$ cat src/rtl/lsu_ctrl.sv
// ---------------------------------------------------------------------------
// lsu_ctrl -- load/store unit controller for a 256x32 synchronous data memory.
//
// Accepts one RISC-V load/store request at a time, checks width code and
// alignment, performs the memory access and returns a single-cycle response.
// Sub-word stores are done as read-modify-write of the containing word.
//
// Sequences (cycle 0 = accept cycle):
//   illegal : IDLE -> RESP                 (resp in cycle 1)
//   SW      : IDLE -> WR -> RESP           (resp in cycle 2)
//   load    : IDLE -> RD -> RDW -> RESP    (resp in cycle 3)
//   SB/SH   : IDLE -> RD -> RDW -> WR -> RESP (resp in cycle 4)
//
// Ports:
//   clk            in   system clock, rising edge
//   rst            in   synchronous active-high reset
//   req_valid      in   request present (held by requester until accepted)
//   req_ready      out  high only in IDLE
//   req_we         in   1 = store, 0 = load
//   req_funct3     in   width code: 0 B, 1 H, 2 W, 4 BU, 5 HU
//   req_addr       in   byte address (bits [31:10] ignored, 1 KiB wrap)
//   req_wdata      in   store data, lane 0 aligned
//   resp_valid     out  one-cycle completion pulse
//   resp_rdata     out  extended load data, 0 for stores/errors/idle
//   resp_err       out  misaligned or illegal width code
//   mem_read_flag  out  read strobe, high for the RD cycle only
//   mem_write_flag out  write strobe, high for the WR cycle only
//   mem_addr       out  word address
//   mem_wdata      out  word to write
//   mem_rdata      in   word returned by memory (valid during RDW)
// ---------------------------------------------------------------------------
module lsu_ctrl (
    input  logic        clk,
    input  logic        rst,
    input  logic        req_valid,
    output logic        req_ready,
    input  logic        req_we,
    input  logic [2:0]  req_funct3,
    input  logic [31:0] req_addr,
    input  logic [31:0] req_wdata,
    output logic        resp_valid,
    output logic [31:0] resp_rdata,
    output logic        resp_err,
    output logic        mem_read_flag,
    output logic        mem_write_flag,
    output logic [7:0]  mem_addr,
    output logic [31:0] mem_wdata,
    input  logic [31:0] mem_rdata
);

    localparam logic [2:0] F3_B  = 3'd0;
    localparam logic [2:0] F3_H  = 3'd1;
    localparam logic [2:0] F3_W  = 3'd2;
    localparam logic [2:0] F3_BU = 3'd4;
    localparam logic [2:0] F3_HU = 3'd5;

    typedef enum logic [2:0] {
        S_IDLE = 3'd0,
        S_RD   = 3'd1,
        S_RDW  = 3'd2,
        S_WR   = 3'd3,
        S_RESP = 3'd4
    } state_t;

    // Legal width code for the direction, plus natural alignment.
    function automatic logic access_legal(input logic       we,
                                          input logic [2:0] f3,
                                          input logic [1:0] off);
        logic ok;
        ok = 1'b0;
        case (f3)
            F3_B:    ok = 1'b1;
            F3_H:    ok = (off[0] == 1'b0);
            F3_W:    ok = (off == 2'b00);
            F3_BU:   ok = ~we;
            F3_HU:   ok = ~we & (off[0] == 1'b0);
            default: ok = 1'b0;
        endcase
        return ok;
    endfunction

    // Little-endian lane select followed by sign/zero extension.
    function automatic logic [31:0] load_extend(input logic [31:0] word,
                                                input logic [2:0]  f3,
                                                input logic [1:0]  off);
        logic [7:0]  b;
        logic [15:0] h;
        logic [31:0] r;
        b = word[{off, 3'b000} +: 8];
        h = word[{off[1], 4'b0000} +: 16];
        case (f3)
            F3_B:    r = {{24{b[7]}}, b};
            F3_H:    r = {{16{h[15]}}, h};
            F3_W:    r = word;
            F3_BU:   r = {24'h00_0000, b};
            F3_HU:   r = {16'h0000, h};
            default: r = 32'h0000_0000;
        endcase
        return r;
    endfunction

    // Replace only the addressed lane of the sampled word with store data.
    function automatic logic [31:0] store_merge(input logic [31:0] word,
                                                input logic [31:0] wdata,
                                                input logic [2:0]  f3,
                                                input logic [1:0]  off);
        logic [31:0] r;
        r = word;
        case (f3)
            F3_B:    r[{off, 3'b000} +: 8]     = wdata[7:0];
            F3_H:    r[{off[1], 4'b0000} +: 16] = wdata[15:0];
            F3_W:    r = wdata;
            default: r = word;
        endcase
        return r;
    endfunction

    state_t      state_q, state_d;
    logic        req_ready_q, req_ready_d;
    logic        resp_valid_q, resp_valid_d;
    logic [31:0] resp_rdata_q, resp_rdata_d;
    logic        resp_err_q, resp_err_d;
    logic        mem_read_flag_q, mem_read_flag_d;
    logic        mem_write_flag_q, mem_write_flag_d;
    logic [7:0]  mem_addr_q, mem_addr_d;
    logic [31:0] mem_wdata_q, mem_wdata_d;
    logic        we_q, we_d;
    logic [2:0]  funct3_q, funct3_d;
    logic [1:0]  off_q, off_d;
    logic [31:0] wdata_q, wdata_d;
    logic        legal_s;

    // Upper address bits select nothing: the memory is only 1 KiB.
    logic unused_addr_s;
    assign unused_addr_s = ^req_addr[31:10];

    // Next-state, strobe and response computation.
    always_comb begin
        state_d          = state_q;
        req_ready_d      = 1'b0;
        resp_valid_d     = 1'b0;
        resp_rdata_d     = 32'h0000_0000;
        resp_err_d       = 1'b0;
        mem_read_flag_d  = 1'b0;
        mem_write_flag_d = 1'b0;
        mem_addr_d       = mem_addr_q;
        mem_wdata_d      = mem_wdata_q;
        we_d             = we_q;
        funct3_d         = funct3_q;
        off_d            = off_q;
        wdata_d          = wdata_q;
        legal_s          = access_legal(req_we, req_funct3, req_addr[1:0]);

        case (state_q)
            S_IDLE: begin
                if (req_valid && req_ready_q) begin
                    we_d       = req_we;
                    funct3_d   = req_funct3;
                    off_d      = req_addr[1:0];
                    wdata_d    = req_wdata;
                    mem_addr_d = req_addr[9:2];
                    if (!legal_s) begin
                        state_d      = S_RESP;
                        resp_valid_d = 1'b1;
                        resp_err_d   = 1'b1;
                    end else if (!req_we) begin
                        state_d         = S_RD;
                        mem_read_flag_d = 1'b1;
                    end else if (req_funct3 == F3_W) begin
                        // Full-word store needs no read of the old word.
                        state_d          = S_WR;
                        mem_write_flag_d = 1'b1;
                        mem_wdata_d      = req_wdata;
                    end else begin
                        state_d         = S_RD;
                        mem_read_flag_d = 1'b1;
                    end
                end else begin
                    req_ready_d = 1'b1;
                end
            end
            S_RD: begin
                state_d = S_RDW;
            end
            S_RDW: begin
                // mem_rdata is valid now; sample it on leaving RDW.
                if (we_q) begin
                    state_d          = S_WR;
                    mem_write_flag_d = 1'b1;
                    mem_wdata_d      = store_merge(mem_rdata, wdata_q, funct3_q, off_q);
                end else begin
                    state_d      = S_RESP;
                    resp_valid_d = 1'b1;
                    resp_rdata_d = load_extend(mem_rdata, funct3_q, off_q);
                end
            end
            S_WR: begin
                state_d      = S_RESP;
                resp_valid_d = 1'b1;
            end
            S_RESP: begin
                state_d     = S_IDLE;
                req_ready_d = 1'b1;
            end
            default: begin
                state_d     = S_IDLE;
                req_ready_d = 1'b1;
            end
        endcase
    end

    // State and registered-output update with synchronous reset.
    always_ff @(posedge clk) begin
        if (rst) begin
            state_q          <= S_IDLE;
            req_ready_q      <= 1'b1;
            resp_valid_q     <= 1'b0;
            resp_rdata_q     <= 32'h0000_0000;
            resp_err_q       <= 1'b0;
            mem_read_flag_q  <= 1'b0;
            mem_write_flag_q <= 1'b0;
            mem_addr_q       <= 8'h00;
            mem_wdata_q      <= 32'h0000_0000;
            we_q             <= 1'b0;
            funct3_q         <= 3'd0;
            off_q            <= 2'd0;
            wdata_q          <= 32'h0000_0000;
        end else begin
            state_q          <= state_d;
            req_ready_q      <= req_ready_d;
            resp_valid_q     <= resp_valid_d;
            resp_rdata_q     <= resp_rdata_d;
            resp_err_q       <= resp_err_d;
            mem_read_flag_q  <= mem_read_flag_d;
            mem_write_flag_q <= mem_write_flag_d;
            mem_addr_q       <= mem_addr_d;
            mem_wdata_q      <= mem_wdata_d;
            we_q             <= we_d;
            funct3_q         <= funct3_d;
            off_q            <= off_d;
            wdata_q          <= wdata_d;
        end
    end

    assign req_ready      = req_ready_q;
    assign resp_valid     = resp_valid_q;
    assign resp_rdata     = resp_rdata_q;
    assign resp_err       = resp_err_q;
    assign mem_read_flag  = mem_read_flag_q;
    assign mem_write_flag = mem_write_flag_q;
    assign mem_addr       = mem_addr_q;
    assign mem_wdata      = mem_wdata_q;

endmodule

$ cat config.mk
export PLATFORM = sky130hd
export DESIGN_NAME = lsu_ctrl
export DESIGN_NICKNAME = d
export VERILOG_FILES = /design/src/rtl/lsu_ctrl.sv
export SDC_FILE = /design/constraint.sdc
export NUM_CORES = 1
export LEC_CHECK = 0
export CAP_MARGIN = 20
export CORE_MARGIN = 4
export CORE_UTILIZATION = 49
export CTS_CLUSTER_DIAMETER = 100
export DETAILED_ROUTE_END_ITERATION = 16
export PLACE_DENSITY = 0.95
export RECOVER_POWER = 100
export SLEW_MARGIN = 40
export SYNTH_ARGS = -nofsm -noshare
export SYNTH_HDL_FRONTEND = slang
export SYNTH_SLANG_ARGS = --single-unit
export TNS_END_PERCENT = 50
$ cat constraint.sdc
create_clock -name clk -period 3.7 [get_ports clk]
set_input_delay 0.37 -clock clk [delete_from_list [all_inputs] [get_ports clk]]
set_output_delay 0.37 -clock clk [all_outputs]
set_load 0.01 [all_outputs]
After elaboration in Yosys (flattened, before gate mapping)
Index checks and enable logic that the tools add are counted.

Register bits after elaboration: 118. Output and inout bits: 77. Logic and storage cells: 87.

Add/subtract/negate cells: 2. Equality and inequality tests: 16. Shifts and indexed selects: 6. Muxes and demuxes: 31. Bitwise operators: 7. Reduce and logical (&&, ||, !) cells: 12.

Operators with widths (number): $mux W32 (5); $pmux W32 S5 (1); $pmux W32 S3 (1); $bwmux W32 (2); $pmux W32 S2 (1); $shift A16 B7 Y32 const A (1); $shift A8 B7 Y32 const A (1); $shiftx A16 B7 Y32 (1); $shiftx A32 B6 Y16 (1); $shiftx A32 B6 Y8 (1); $shiftx A8 B7 Y32 (1); $neg A5 Y7 (2); $eq A3 B2 Y1 const B (4); $eq A3 B3 Y1 const B (4); $pmux W3 S4 (1); $mux W1 (11); $ne A2 B2 Y1 const B (5); $eq A3 B1 Y1 const B (3); $logic_not A3 Y1 (3); $mux W3 (3); $not A1 Y1 (6); $reduce_and A6 Y1 (1); $reduce_or A3 Y1 (2); $pmux W1 S5 (1); other kinds (10) (12).

Longest topological paths before layout
Depth after elaboration: 6. Depth in mapped cells: 9. Depth with buffers taken out: 7.

Worst setup path before layout
No wires, ideal clock.

Kind: register -> register. From: reg off_q[1]. To: reg mem_wdata_q[8] (netlist: mem_wdata[8]). Arrival time: 1.865 ns. Required time: 3.582 ns. Slack: 1.717 ns. Cell stages (with the launch flop): 9. Cell sequence: dfxtp_1 buf_2 inv_1 ha_1 and4_1 clkbuf_1 a221o_1 a21oi_1 o31ai_2.

Longest elaborated chain between the ends: 6. Elaborated cells on any way between the ends: 11. Those cells by class: add/sub: 2; shift: 4; mux: 5.

RTL lines: start, declared (RTL line 129) `logic [1:0] off_q, off_d;`; start signal, assigned (RTL line 226) `off_q <= 2'd0;`; start signal, assigned (RTL line 240) `off_q <= off_d;`; $neg A5 Y7, on equally long branches (RTL line 111, 110); $shiftx A16 B7 Y32, or another cell as far along (RTL line 111) `F3_H: r[{off[1], 4'b0000} +: 16] = wdata[15:0];`; $bwmux W32, on equally long branches (RTL line 111, 110); $pmux W32 S3 * (RTL line 109) `case (f3)`; $mux W32 * (RTL line 187) `if (we_q) begin`; $pmux W32 S2 * (RTL line 154) `case (state_q)`; end signal, assigned (RTL line 237) `mem_wdata_q <= mem_wdata_d;`; end, declared (RTL line 126) `logic [31:0] mem_wdata_q, mem_wdata_d;`.

Mark *: on every way between the ends. The rest lies on a longest branch, timed or not. The select of a mux whose other input is x is not followed. A chain may end at the register's enable or synchronous reset.

Worst setup path in the final report
From: reg state_q[1]. To: reg mem_wdata_q[11] (netlist: mem_wdata[11]).

Longest elaborated chain between the ends: 3. Elaborated cells on any way between the ends: 10. Those cells by class: eq/ne: 6; mux: 1; reduce/logical: 3.

RTL lines: start, declared (RTL line 118) `state_t state_q, state_d;`; start signal, assigned (RTL line 229) `state_q <= state_d;`; $eq A3 B2 Y1 or $logic_not A3 Y1 (tied branches) (RTL line 154); $ne A2 B2 Y1 (no source line) or $reduce_bool A2 Y1 (tied branches); $reduce_and A6 Y1 (no source line).

Several ways; a longest one is shown, not always the timed one.

==> flow_metrics.env <==
export IMPL_status="complete, but fails checks"
export IMPL_violations="design-rule violations, max-capacitance violations, max-slew violations"
export IMPL_hpwl_um=13580
export IMPL_layout_setup_ws_ns=0.7145
export IMPL_slowest_stage="or2_0"
export IMPL_place_area_um2=6789
export IMPL_numPortBuffers=157
export IMPL_diodes=0
export IMPL_cts_setup_buffers=0
export IMPL_grt_pass1_wl_um=28720
export IMPL_powerDensity_nw_per_um2=462.4
export IMPL_grtUsageMet2_pct=46.64
export IMPL_peakVddDrop_mv=0.3157
export IMPL_fillers=788
export IMPL_cp_num_buf_inv=0
export IMPL_setup_tns_final_ns=0
export IMPL_cts_buffer_depth=2
export IMPL_synth_nets=747
export IMPL_wire_per_inst_um=20.15
export IMPL_min_period_ns=2.986
export IMPL_die_w_um=110.8
export IMPL_ant_nets=0
export IMPL_ys_seq_area_share_pct=45.59
export IMPL_use_met1_pct=38.06
export IMPL_drt_iter0_markers=457
export IMPL_power_leakage_nw=2.867
export IMPL_place_congestion=0.9512
export IMPL_antenna_found_initial=0
export IMPL_nets=885
export IMPL_end_kind="register"
export IMPL_initial_core_util_pct=50.19
export IMPL_cp_cell_sequence="nor3b_1, and2_0, nor2_1, or2_0, o31ai_1"
export IMPL_core_area_um2=10320
export IMPL_syn_inst=639
export IMPL_ctsResizeCount=0
export IMPL_grt_start_max_net_pins=40
export IMPL_clk_pin_slew_ns=0.06
export IMPL_post_route_period_util_pct=80.69
export IMPL_grt_util_all_layers_pct=29.22
export IMPL_slowest_delay_ns=0.72
export IMPL_design_area_um2=7315
export IMPL_yosys_warnings=0
export IMPL_hold_buffers=0
export IMPL_drive_above_1_share_pct=6.464
export IMPL_cp_top_family="simple AND/OR/NAND/NOR gates"
export IMPL_whs_ns=0.3364
export IMPL_tightest_slew_ns=1.576
export IMPL_grt_ovfl_total=0
export IMPL_finalWirelength_um=18640
export IMPL_slew_headroom_pct=-5.086
export IMPL_die_area_um2=12280
export IMPL_timing_critical_path_arrival_ns=3.40
export IMPL_critical_path_class="reg2reg"
export IMPL_synth_edf_count=0
export IMPL_netlist_area_leader_share_pct=45.59
export IMPL_top_usage_layer="met2"
export IMPL_cts_sinks=118
export IMPL_fin_skew_ns=0.005835
export IMPL_synthTopCellsByArea="dfxtp_1 46%, nand2_1 12%, a21oi_1 9.8%, a221oi_1 4.1%, o31ai_1 3.3%"
export IMPL_rows=37
export IMPL_io_pin_count=180
export IMPL_drc_errors=1
export IMPL_dieHeight_um=110.8
export IMPL_viasPerCell=5.996
export IMPL_netlist_cell_type_count=51
export IMPL_htree_levels=4
export IMPL_cts_tree="yes"
export IMPL_areaGrowthSynthToFinish_pct=41.17
export IMPL_netlist_area_um2=5181
export IMPL_maxCapViolCount=1
export IMPL_fmax_mhz=335.0
export IMPL_startpoint_type="register"
export IMPL_synthArstFlopShare_pct=0
export IMPL_clock_latency_ns=0.52
export IMPL_critical_path_required_ns=4.11
export IMPL_ys_ff_latch=118
export IMPL_synth_top_area_cell="dfxtp_1"
export IMPL_finalSetupViolations=0
export IMPL_ys_flop_type="dfxtp_1"
export IMPL_dp_slack_ns=0.7195
export IMPL_root_buffer="clkbuf_8"
export IMPL_vias=5546
export IMPL_cp_max_fo=17
export IMPL_hold_viol=0
export IMPL_grt_util_met3_pct=7.587
export IMPL_cts_buffers=17
export IMPL_final_max_slew_viol_count=34
export IMPL_grt_pass1_vias=5291
export IMPL_min_delay_path_class="in2reg"
export IMPL_rsz0062_at_grt="false"
export IMPL_avgSynthCellArea_um2=8.108
export IMPL_firstDrtPassIters=11
worst register-to-register path: stages, from the launching register on:
cell	delay, ns
dfxtp_1	0.40
nor3b_1	0.29
and2_0	0.68
nor2_1	0.33
or2_0	0.72
o31ai_1	0.45
registers in the layout, indices dropped and copies added (netlist names):
signal and flops:
funct3_q 3, mem_addr 8, mem_read_flag 1, mem_wdata 32, mem_write_flag 1, off_q 2, req_ready 1, resp_err 1
resp_rdata 32, resp_valid 1, state_q 3, wdata_q 32, we_q 1
through the flow:
stage / instances / utilization, % / total power [mW]
global placement: 894 / 65.76 / 1.825
global route: 925 / 70.85 / 3.484
floorplan: 639 / - / 1.622
CTS: 925 / 71.14 / 3.384
finish: 925 / 70.85 / 3.383
detailed placement: 894 / 65.76 / 1.840
placed cells by master, fill, tap and decap left out, types with 3 or more instances in the layout:
| cell type | n |
|---|---|
| o21ai_1 | 3 |
| nand3_1 | 7 |
| a21oi_1 | 101 |
| clkinv_2 | 4 |
| nor3_1 | 3 |
| ha_1 | 5 |
| clkdlybuf4s50_1 | 78 |
| clkinvlp_4 | 3 |
| nand2_1 | 159 |
| dfxtp_1 | 118 |
| a22oi_1 | 14 |
| a221oi_1 | 24 |
| nand2b_1 | 3 |
| clkbuf_1 | 5 |
| a221o_1 | 9 |
| clkbuf_8 | 3 |
| mux2i_1 | 7 |
| clkbuf_16 | 16 |
| o41ai_1 | 8 |
| o31ai_1 | 23 |
| o21ai_0 | 12 |
| nor2_1 | 43 |
| dlygate4sd3_1 | 78 |
| buf_4 | 6 |
| inv_1 | 13 |
final timing paths:
check / slack (ns) / end / start / depth (start not counted)
setup / recovery: 0.71 / mem_wdata[11] / state_q[1] / 5
hold / removal: 0.34 / wdata_q[0] / rst / 2
hold reg to reg: 0.44 / mem_wdata[12] / mem_wdata[12] / 2
setup reg to reg: 0.71 / mem_wdata[11] / state_q[1] / 5
routing by layer:
layer / vias to the layer above / share of wire (%)
met5: - / 0
met4: 0 / 3.3
met3: 50 / 9.0
met2: 322 / 46
met1: 2622 / 41
li1: 2552 / -
synthesized netlist by cell type (2+ instances only):
cell,count
a21oi_1,101
a221o_1,9
a221oi_1,24
a22oi_1,14
a41o_1,2
and2_1,2
buf_1,3
buf_2,6
buf_6,3
clkbuf_1,34
dfxtp_1,118
ha_1,5
inv_1,13
inv_2,2
mux2i_1,7
mux4_2,2
nand2_1,159
nand2b_1,3
nand3_1,7
nor2_1,42
nor2b_1,2
nor3_1,3
nor3_2,2
nor3b_2,2
nor4b_1,2
o21ai_0,8
o21ai_1,7
o21bai_1,2
o31ai_1,23
o41ai_1,8
or2_1,3
or2_2,2
where the power goes:
group	switching (mW)	total (mW)	leakage (nW)	internal (mW)
clock network	0.577	1.56	0.267	0.984
logic	0.265	0.450	1.64	0.185
registers	0.0535	1.37	0.958	1.32
total	0.896	3.38	2.87	2.49
final cells by class:
| cell class | instances | area, um^2 | share of cell area [%] |
|---|---|---|---|
| Multi-Input combinational cell | 459 | 2546 | 34.81 |
| Sequential cell | 118 | 2362 | 32.30 |
| Timing Repair Buffer | 166 | 1624 | 22.20 |
| Clock buffer | 22 | 452.9 | 6.192 |
| Tap cell | 136 | 170.2 | 2.326 |
| Clock inverter | 9 | 102.6 | 1.403 |
| Inverter | 15 | 56.30 | 0.7698 |
logic make-up after synthesis:
| logic type | share of synthesized area, % |
|---|---|
| compound gates | 25.79 |
| fa+ha+maj | 1.207 |
| buf+inv | 5.144 |
| flops | 45.59 |
| mux | 2.439 |
| simple gates | 19.83 |
No activity file was read; power rests on OpenSTA's default activity.
==> RTL edit: new RTL, same settings <==
Encoding of `state_t`: now one-hot (5 bits for 5 states).
--- a/src/rtl/lsu_ctrl.sv
+++ b/src/rtl/lsu_ctrl.sv
@@ -56,8 +56,8 @@
 
-    typedef enum logic [2:0] {
-        S_IDLE = 3'd0,
-        S_RD   = 3'd1,
-        S_RDW  = 3'd2,
-        S_WR   = 3'd3,
-        S_RESP = 3'd4
+    typedef enum logic [4:0] {
+        S_IDLE = 5'b00001,
+        S_RD   = 5'b00010,
+        S_RDW  = 5'b00100,
+        S_WR   = 5'b01000,
+        S_RESP = 5'b10000
     } state_t;
Formal check against the unedited RTL: same outputs for any inputs over 4 cycles, from zero or initial values and one cycle with rst high; so few cycles prove little.
==> RTL edit against the unedited design <==
- the flow finishes with violations (capacitance limit, slew limit)
- synthesized cell count is 4.9% higher
- routed wire length increased by 1.4%
- worst setup slack got worse by 0.074 ns
- cell area increased by 9.9%
- sequential cell count rose by 2
- area after synthesis is 12% higher
Power is not compared: it rests on default switching activity, and its combinational part moved more than twofold at a synthesized area within 25%.
==> RTL edit: results (changes against the unedited design) <==
* WL/cell at 19.9 um (was 20.2 um)
* Initial DRC Count at 1031 (was 457)
* Vias in the first global route at 5678 (was 5291)
* First-pass GRT wire length at 29.4 mm (was 28.7 mm)
* WP data arrival at 3.34 ns (was 3.40 ns)
* Mapped Cells at 670 (was 639)
* Maxcap violations at 2 (was 1)
* Final nets at 904 (was 885)
* Worst-path fanout max at 38 (was 17)
* Status: complete, but fails checks (unchanged)
* Max Transition Viols Final at 66 (was 34)
* Router iterations before antenna repair at 8 (was 11)
* Worst skew pair latency at 0.42 ns (was 0.52 ns)
* Final Skew at 0.00612 ns (was 0.00584 ns)
* Most area-consuming cells after synthesis: dfxtp_1 41%, nand2_1 7.2%, a21oi_1 6.4%, mux2_2 5.8%, a32o_1 4.1% (was dfxtp_1 46%, nand2_1 12%, a21oi_1 9.8%, a221oi_1 4.1%, o31ai_1 3.3%)
* Pin count of the biggest net entering global routing at 49 (was 40)
* Via density per instance at 6.31 (was 6.00)
* Ratio of cells with drive above 1 in the final layout at 0.103 (was 0.0646)
* Antenna diodes at 0 (unchanged)
* Net Count, Synth at 778 (was 747)
* Slew margin rel. at -0.0891 (was -0.0509)
* Final wirelength at 18.9 mm (was 18.6 mm)
* Root buf cell: clkbuf_16 (was clkbuf_8)
* # fillers at 818 (was 788)
* Seq/Total Area, Yosys at 0.412 (was 0.456)
* Dpl ws at 1.15 ns (was 0.719 ns)
* Failing checks: capacitance limit, slew limit (was DRC, capacitance limit, slew limit)
* RD Place Congestion at 0.961 (was 0.951)
[RTL edit: routing by layer]
layer | wire length, um | GRT usage
met4 | 660 | 0.121
met5 | 0 | 0
met2 | 8500 | 0.428
met3 | 2330 | 0.0915
met1 | 7420 | 0.357
[RTL edit: kinds of logic after synthesis]
| logic type | count (synthesis) | synth area share |
|---|---|---|
| AO/OA/AOI/OAI | 211 | 0.255 |
| AND/OR/NAND/NOR | 221 | 0.198 |
| flip-flops | 120 | 0.412 |
| multiplexers | 32 | 0.0614 |
| adder cells (fa/ha/maj) | 5 | 0.0107 |
| XOR/XNOR | 1 | 0.00150 |
| buffers and inverters | 80 | 0.0614 |
[RTL edit: layout make-up]
class / count / area share
multi-input combinational: 470 / 0.384
timing repair buffer: 164 / 0.201
clock inverter: 7 / 0.0202
inverter: 23 / 0.0109
sequential: 120 / 0.299
tap: 143 / 0.0223
clock buffer: 24 / 0.0624
[RTL edit: critical path: cells and delay by family, from the launching register on]
family / cells / cell delay [ns]
AO/OA/AOI/OAI: 3 / 0.99
buffers and inverters: 2 / 0.98
adder cells (fa/ha/maj): 1 / 0.43
flip-flops: 1 / 0.32
AND/OR/NAND/NOR: 1 / 0.19
[RTL edit: through the flow]
stage          total power, uW  hold WS (ns)  cell area (um2)
6_report                  4590         0.235             8040
3_3_place_gp              2700         0.441             7370
4_1_cts                   4580         0.221             8040
2_1_floorplan             2360         0.437             5830
3_5_place_dp              2740         0.447             7380
5_1_grt                   4780         0.252             8040
[RTL edit: worst paths after layout]
check / from / endpoint / slack [ns] / cells after the start
max: off_q[1] / mem_wdata[3] / 0.64 / 7
min: rst / funct3_q[2] / 0.23 / 2
min reg2reg: mem_addr[3] / mem_addr[3] / 0.45 / 2
max reg2reg: off_q[1] / mem_wdata[3] / 0.64 / 7
